==> config.mk <==
export PLATFORM = sky130hd
export DESIGN_NAME = pipe_stage_chain
export DESIGN_NICKNAME = d
export VERILOG_FILES = /design/src/rtl/pipe_stage_chain.sv
export SDC_FILE = /design/constraint.sdc
export NUM_CORES = 1
export LEC_CHECK = 0
export BUFFER_PORTS_ARGS = -buffer_cell sky130_fd_sc_hd__buf_4
export CAP_MARGIN = 20
export CORE_ASPECT_RATIO = 1.2
export CORE_MARGIN = 8
export CORE_UTILIZATION = 40
export DETAILED_ROUTE_END_ITERATION = 8
export PLACE_DENSITY = 0.73
export SLEW_MARGIN = 20
export SYNTH_ARGS = -nofsm -noshare
export SYNTH_HDL_FRONTEND = slang
export SYNTH_SLANG_ARGS = --single-unit
==> constraint.sdc <==
create_clock -name clk -period 4.3 [get_ports clk]
set_input_delay 0.43 -clock clk [delete_from_list [all_inputs] [get_ports clk]]
set_output_delay 0.43 -clock clk [all_outputs]
set_load 0.01 [all_outputs]
==> src/rtl/pipe_stage_chain.sv <==
// Elastic valid/ready register chain of STAGES slots with per-slot kill, flush and bubble collapsing.
// Define PIPE_STAGE_PERF_EN to add saturating stall_cnt / bubble_cnt performance counters.

module pipe_stage_slot #(
  parameter int DATA_W = 32
) (
  input  logic              clk,
  input  logic              rst_n,
  input  logic              load,
  input  logic              loadValid,
  input  logic              holdValid,
  input  logic [DATA_W-1:0] loadData,
  output logic              validNext,
  output logic              validQ,
  output logic [DATA_W-1:0] dataQ
);
  assign validNext = rst_n & (load ? loadValid : holdValid);

  always_ff @(posedge clk) begin
    if (!rst_n) validQ <= 1'b0;
    else        validQ <= validNext;
  end

  // Payload is only captured when live data arrives; it is never reset.
  always_ff @(posedge clk) begin
    if (load && loadValid) dataQ <= loadData;
  end
endmodule

module pipe_stage_chain #(
  parameter int DATA_W = 32,
  parameter int STAGES = 3,
  parameter int OCC_W  = $clog2(STAGES+1)
) (
  input  logic              clk,
  input  logic              rst_n,
  input  logic              in_valid,
  output logic              in_ready,
  input  logic [DATA_W-1:0] in_data,
  output logic              out_valid,
  input  logic              out_ready,
  output logic [DATA_W-1:0] out_data,
  input  logic              flush,
  input  logic [STAGES-1:0] kill,
  output logic [OCC_W-1:0]  occupancy
`ifdef PIPE_STAGE_PERF_EN
  ,
  output logic [31:0]       stall_cnt,
  output logic [31:0]       bubble_cnt
`endif
);
  logic [STAGES-1:0]             validQ, validNext, vEff, rdy, loadValid;
  logic [STAGES-1:0][DATA_W-1:0] dataQ, loadData;
  logic [OCC_W-1:0]              occNext;
  logic                          run;

  assign vEff = validQ & ~kill & {STAGES{~flush}};

  // A slot is ready when it or any slot downstream of it is free this cycle.
  always_comb begin
    rdy = '0;
    run = out_ready;
    for (int i = STAGES-1; i >= 0; i--) begin
      run    = run | ~vEff[i];
      rdy[i] = run;
    end
  end

  assign in_ready  = rdy[0] & ~flush & rst_n;
  assign out_valid = vEff[STAGES-1] & rst_n;
  assign out_data  = dataQ[STAGES-1];

  always_comb begin
    loadValid    = '0;
    loadData     = '0;
    loadValid[0] = in_valid & in_ready;
    loadData[0]  = in_data;
    for (int i = 1; i < STAGES; i++) begin
      loadValid[i] = vEff[i-1];
      loadData[i]  = dataQ[i-1];
    end
  end

  for (genvar i = 0; i < STAGES; i++) begin : gSlot
    pipe_stage_slot #(.DATA_W(DATA_W)) uSlot (
      .clk       (clk),
      .rst_n     (rst_n),
      .load      (rdy[i]),
      .loadValid (loadValid[i]),
      .holdValid (vEff[i]),
      .loadData  (loadData[i]),
      .validNext (validNext[i]),
      .validQ    (validQ[i]),
      .dataQ     (dataQ[i])
    );
  end

  always_comb begin
    occNext = '0;
    for (int i = 0; i < STAGES; i++) occNext = occNext + OCC_W'(validNext[i]);
  end

  always_ff @(posedge clk) begin
    if (!rst_n) occupancy <= '0;
    else        occupancy <= occNext;
  end

`ifdef PIPE_STAGE_PERF_EN
  always_ff @(posedge clk) begin
    if (!rst_n) begin
      stall_cnt  <= '0;
      bubble_cnt <= '0;
    end else begin
      if (out_valid && !out_ready && stall_cnt != 32'hFFFF_FFFF)
        stall_cnt <= stall_cnt + 32'd1;
      if (!out_valid && occupancy != '0 && bubble_cnt != 32'hFFFF_FFFF)
        bubble_cnt <= bubble_cnt + 32'd1;
    end
  end
`endif
endmodule
### After elaboration in Yosys (flattened, before gate mapping)

Index checks and enable logic that the tools add are counted.

| storage, ports and cells | value |
|---|---|
| register bits after elaboration | 101 |
| input bits | 40 |
| output and inout port bits | 36 |
| logic and storage cells | 32 |

| cells by class | value |
|---|---|
| $add $sub $neg | 2 |
| mux-type cells | 3 |
| bitwise operators | 17 |
| reductions and logical operators | 3 |

Operators by type and width:

| operator | count |
|---|---|
| 1-bit bitwise AND | 7 |
| 3-bit bitwise AND | 2 |
| 1-bit inverter | 4 |
| 1-bit logical AND | 3 |
| 1-bit 2-to-1 mux | 3 |
| 3-bit inverter | 1 |
| 1-bit OR | 3 |
| 1-bit by 1-bit adder with 2-bit output | 1 |
| 2-bit by 1-bit adder with 2-bit output | 1 |

### Longest topological paths before layout

| logic depth | value |
|---|---|
| depth in word-level cells | 14 |
| gate-level depth with buffers | 5 |
| mapped depth without buffers | 5 |

### Modules after synthesis

A second synthesis with hierarchy kept.

| unflattened totals | value |
|---|---|
| cell total of the unflattened synthesis | 130 |
| area total of the unflattened synthesis | 3220.6 sq um |

By module, submodules not included:

| module | times used | cells each | area an instance (sq um) | sequential area each (sq um) |
|---|---|---|---|---|
| pipe_stage_slot | 3 | 37 | 1011.0 | 980.9 |
| pipe_stage_chain | 1 | 19 | 187.7 | 40.0 |

### Worst setup path after synthesis

Ideal clock, no wire load.

| timing | value |
|---|---|
| path type | in2reg |
| start point | input kill[1] |
| end point | register gSlot[2].uSlot.dataQ[0], enable pin |
| library setup time | 468 ps |
| data arrival time | 3027 ps |
| data required time | 3832 ps |
| setup slack | 805 ps |
| cell stages on the path | 2 |
| path buffers | 0 |
| cells stage by stage | nand2b_1 > nor3b_1 |

| between the ends | value |
|---|---|
| longest elaborated chain between the ends | 4 |

Ends and longest elaborated chain:

| what | line | text |
|---|---|---|
| from (decl) | 44 | `input logic [STAGES-1:0] kill,` |
| 3-bit inverter | 57 | `assign vEff = validQ & ~kill & {STAGES{~flush}};` |
| 3-bit bitwise AND (2 in a row) | 57 |  |
| 1-bit logical AND | 26 | `if (load && loadValid) dataQ <= loadData;` |
| to (signal assigned) | 26 |  |
| to (decl) | 15 | `output logic [DATA_W-1:0] dataQ` |

Every way passes these cells.
A chain may end at the register's enable or synchronous reset.

### Worst setup path in the final report

| timing | value |
|---|---|
| start point | register gSlot[2].uSlot.validQ |
| end point | output in_ready |

| between the ends | value |
|---|---|
| longest elaborated chain between the ends | 8 |

Ends and longest elaborated chain:

| what | line | text |
|---|---|---|
| from (decl) | 14 | `output logic validQ,` |
| from (signal assigned) | 21 | `else validQ <= validNext;` |
| 3-bit bitwise AND (2 in a row) | 57 |  |
| 1-bit inverter | 64 | `run = run \| ~vEff[i];` |
| 1-bit OR (3 in a row) | 64 |  |
| 1-bit bitwise AND (2 in a row) | 69 | `assign in_ready = rdy[0] & ~flush & rst_n;` |
| to (decl) | 38 | `output logic in_ready,` |

Every way passes these cells.

==> summary.md <==
| Metric | Value |
|---|---|
| Avg Cell Area, Syn | 21.86 um2 |
| Pwr dens | 438.9 mW/mm2 |
| Worst path arrival time | 1.85 ns |
| Die height | 116.8 um |
| XOR/XNOR Fraction of Synth Area | 0 |
| Routability congestion estimate | 0.6664 |
| Relative slew slack | 0.6224 |
| Period utilisation layout | 0.5305 |
| PortBufs | 75 |
| Combinational family with the most area after synthesis | buffers and inverters |
| Critical path peak fanout | 5 |
| Status | finished clean |
| GRT overflow | 0 |
| Post-route ant nets | 0 |
| Least-Margin Pin Slew | 0.5660 ns |
| # setup viols final | 0 |
| CP Class | flop to primary output |
| Initial drt markers | 42 |
| First-pass GRT wire length | 6748 um |
| CTS Buffer Depth | 2 |
| Setup TNS | 0 ns |
| Initial antenna violation count | 0 |
| Endpoint class of the critical path | primary output |
| Starting Density | 0.4021 |
| Overall power | 0.001810 W |
| CTS tree | done |
| Cell Area, Placed | 0.003890 mm2 |
| Commonest non-fill, non-tap cell in the layout | edfxtp_1 |
| Largest net degree at the start of global routing | 33 |
| GRT Overall Usage | 0.08071 |
| R2R cell count | 4 |
| Clock H-tree levels | 3 |
| Routed via count | 1350 |
| Synth Area in Compound Gates | 0.01182 |
| Post-synthesis cell type count | 16 |
| Pre-CTS WS | 1.892 ns |
| Placed wire-length estimate | 3253 um |
| Final worst setup slack | 2.019 ns |
| Row Count | 37 |
| Final instance area | 0.004125 mm2 |
| Fin util | 0.4896 |
| Fin nets | 253 |
| Fin. Hold Viols | 0 |
| Unrepaired setup endpoints after global routing | no |
| Num Clock Sinks | 101 |
| Number of buffers created by CTS | 9 |
| CP cell instances | or3b_4 > or4_4 > nor2b_1 > buf_4 |
| Top-level I/O count | 76 |
| Leak | 1.462 nW |
| Adder-Cell Fraction of Synth Area | 0.005908 |
| FMAX | 438.4 MHz |
| Synth Net Count | 196 |
| Max Slew Vio Count | 0 |
| Slowest CP cell | or4_4 |
| Routed wire length per instance | 13.55 um |
| Post-cts sizing count | 0 |
| Mapped cell area | 0.003388 mm2 |
| Worst EP required | 3.87 ns |
| Hold path cells | 1 |
| CTS Hold Bufs | 0 |
| WL final | 4511 um |
| Worst-skew pair later-pin latency | 0.35 ns |
| Pre-Repair DR Iteration Count | 4 |
| Share of layout cells above drive strength 1 | 0.4491 |
| Most frequent cells in the layout | edfxtp_1 (96), buf_4 (78), clkbuf_8 (9) |
| Sequential fraction of the synthesis area | 0.8804 |
| Synth Instances | 155 |
| # Max-Cap Violations | 0 |
| DR DRC count | 0 |
| Clk_skew | 0.003250 ns |
| Peak supply drop | 0.0002109 V |
| Diode count | 0 |
| CP startpoint kind | flop |
| Layout area overhead | 21.75% |
| Register clock-pin slew on the reported worst setup and hold paths | 0.08 ns |
| Post-CTS Setup Bufs | 0 |
| Multiplexer share of the synthesized area | 0 |
| CTS Root Cell | clkbuf_8 |
| Flops & latches, synth | 101 |
| CP max stage delay | 0.45 ns |
| Routed vias/inst | 4.054 |
| Die X | 100.0 um |
| Crit path time final | 2.281 ns |
| Worst hold path class | primary input to flop |
| Core ar. | 0.008426 mm2 |
| Synth warn | 0 |
| Number of global-route vias before repair | 1420 |
| Die area | 0.01168 mm2 |
| Post-synthesis simple-gate area fraction | 0.03102 |
[per-stage QoR]
step                      std cells  hold WS, ns
after global placement          318       0.4041
after detailed placement        318       0.4045
after floorplan                 155       0.4003
final                           333       0.2482
after global routing            333       0.2135
after CTS                       333       0.2255
[state kept, by name, indices dropped and copies added, names as in the netlist]
| register | count |
|---|---|
| gSlot.uSlot.validQ | 3 |
| gSlot.uSlot.dataQ | 96 |
| occupancy | 2 |
[cell usage after synthesis, drive strengths merged]
master / n / area share
or4: 1 / 0.0033
dfxtp: 5 / 0.030
fa: 1 / 0.0059
nor2: 1 / 0.0011
a21oi: 2 / 0.0030
nor2b: 1 / 0.0018
and2: 2 / 0.0037
nor3: 2 / 0.0030
a21boi: 2 / 0.0044
nor3b: 2 / 0.0044
and4b: 1 / 0.0030
o21a: 2 / 0.0044
or3b: 1 / 0.0033
edfxtp: 96 / 0.85
nand2b: 4 / 0.0074
buf: 32 / 0.071
[cell families after synthesis]
family / count (synthesis)
DFF: 101
AOI/OAI and AO/OA: 6
and+or+nand+nor: 15
buffers and inverters: 32
adders and majority gates: 1
[final cells by class]
type	count	area, um2
Fill cell	717	4300
Tap cell	117	146.4
Timing Repair Buffer	78	585.6
Clock inverter	6	111.4
Sequential cell	101	2983
Clock buffer	9	123.9
Multi-Input combinational cell	22	175.2
[path summary, 6_finish.rpt]
kind                                               from                       end  slack [ns]
worst max-delay path              gSlot[2].uSlot.validQ                  in_ready        2.02
worst max register to register    gSlot[2].uSlot.validQ  gSlot[0].uSlot.dataQ[22]        2.12
worst min register to register  gSlot[1].uSlot.dataQ[0]   gSlot[2].uSlot.dataQ[0]        0.42
worst min-delay path                         in_data[1]   gSlot[0].uSlot.dataQ[1]        0.25
[layer usage]
metal / vias up / track usage / share of wire
met3: 11 / 0.04734 / 0.10
li1: 663 / - / -
met2: 60 / 0.1408 / 0.54
met5: - / 0 / 0
met4: 0 / 0.05758 / 0.027
met1: 616 / 0.06644 / 0.33
[where the power goes]
group | internal, W | leakage (nW) | total [W] | switching, W
logic | 0.0000259 | 0.435 | 0.0000423 | 0.0000164
clock network | 0.000384 | 0.116 | 0.000678 | 0.000294
registers | 0.00109 | 0.911 | 0.00109 | 0.00000334
[worst max-delay path: cells and delay by family (launching register included)]
family	cells	cell delay, ns
buf+inv	1	0.14
flops	1	0.34
simple gates	3	1.01
(Power assumes the default switching activity.)
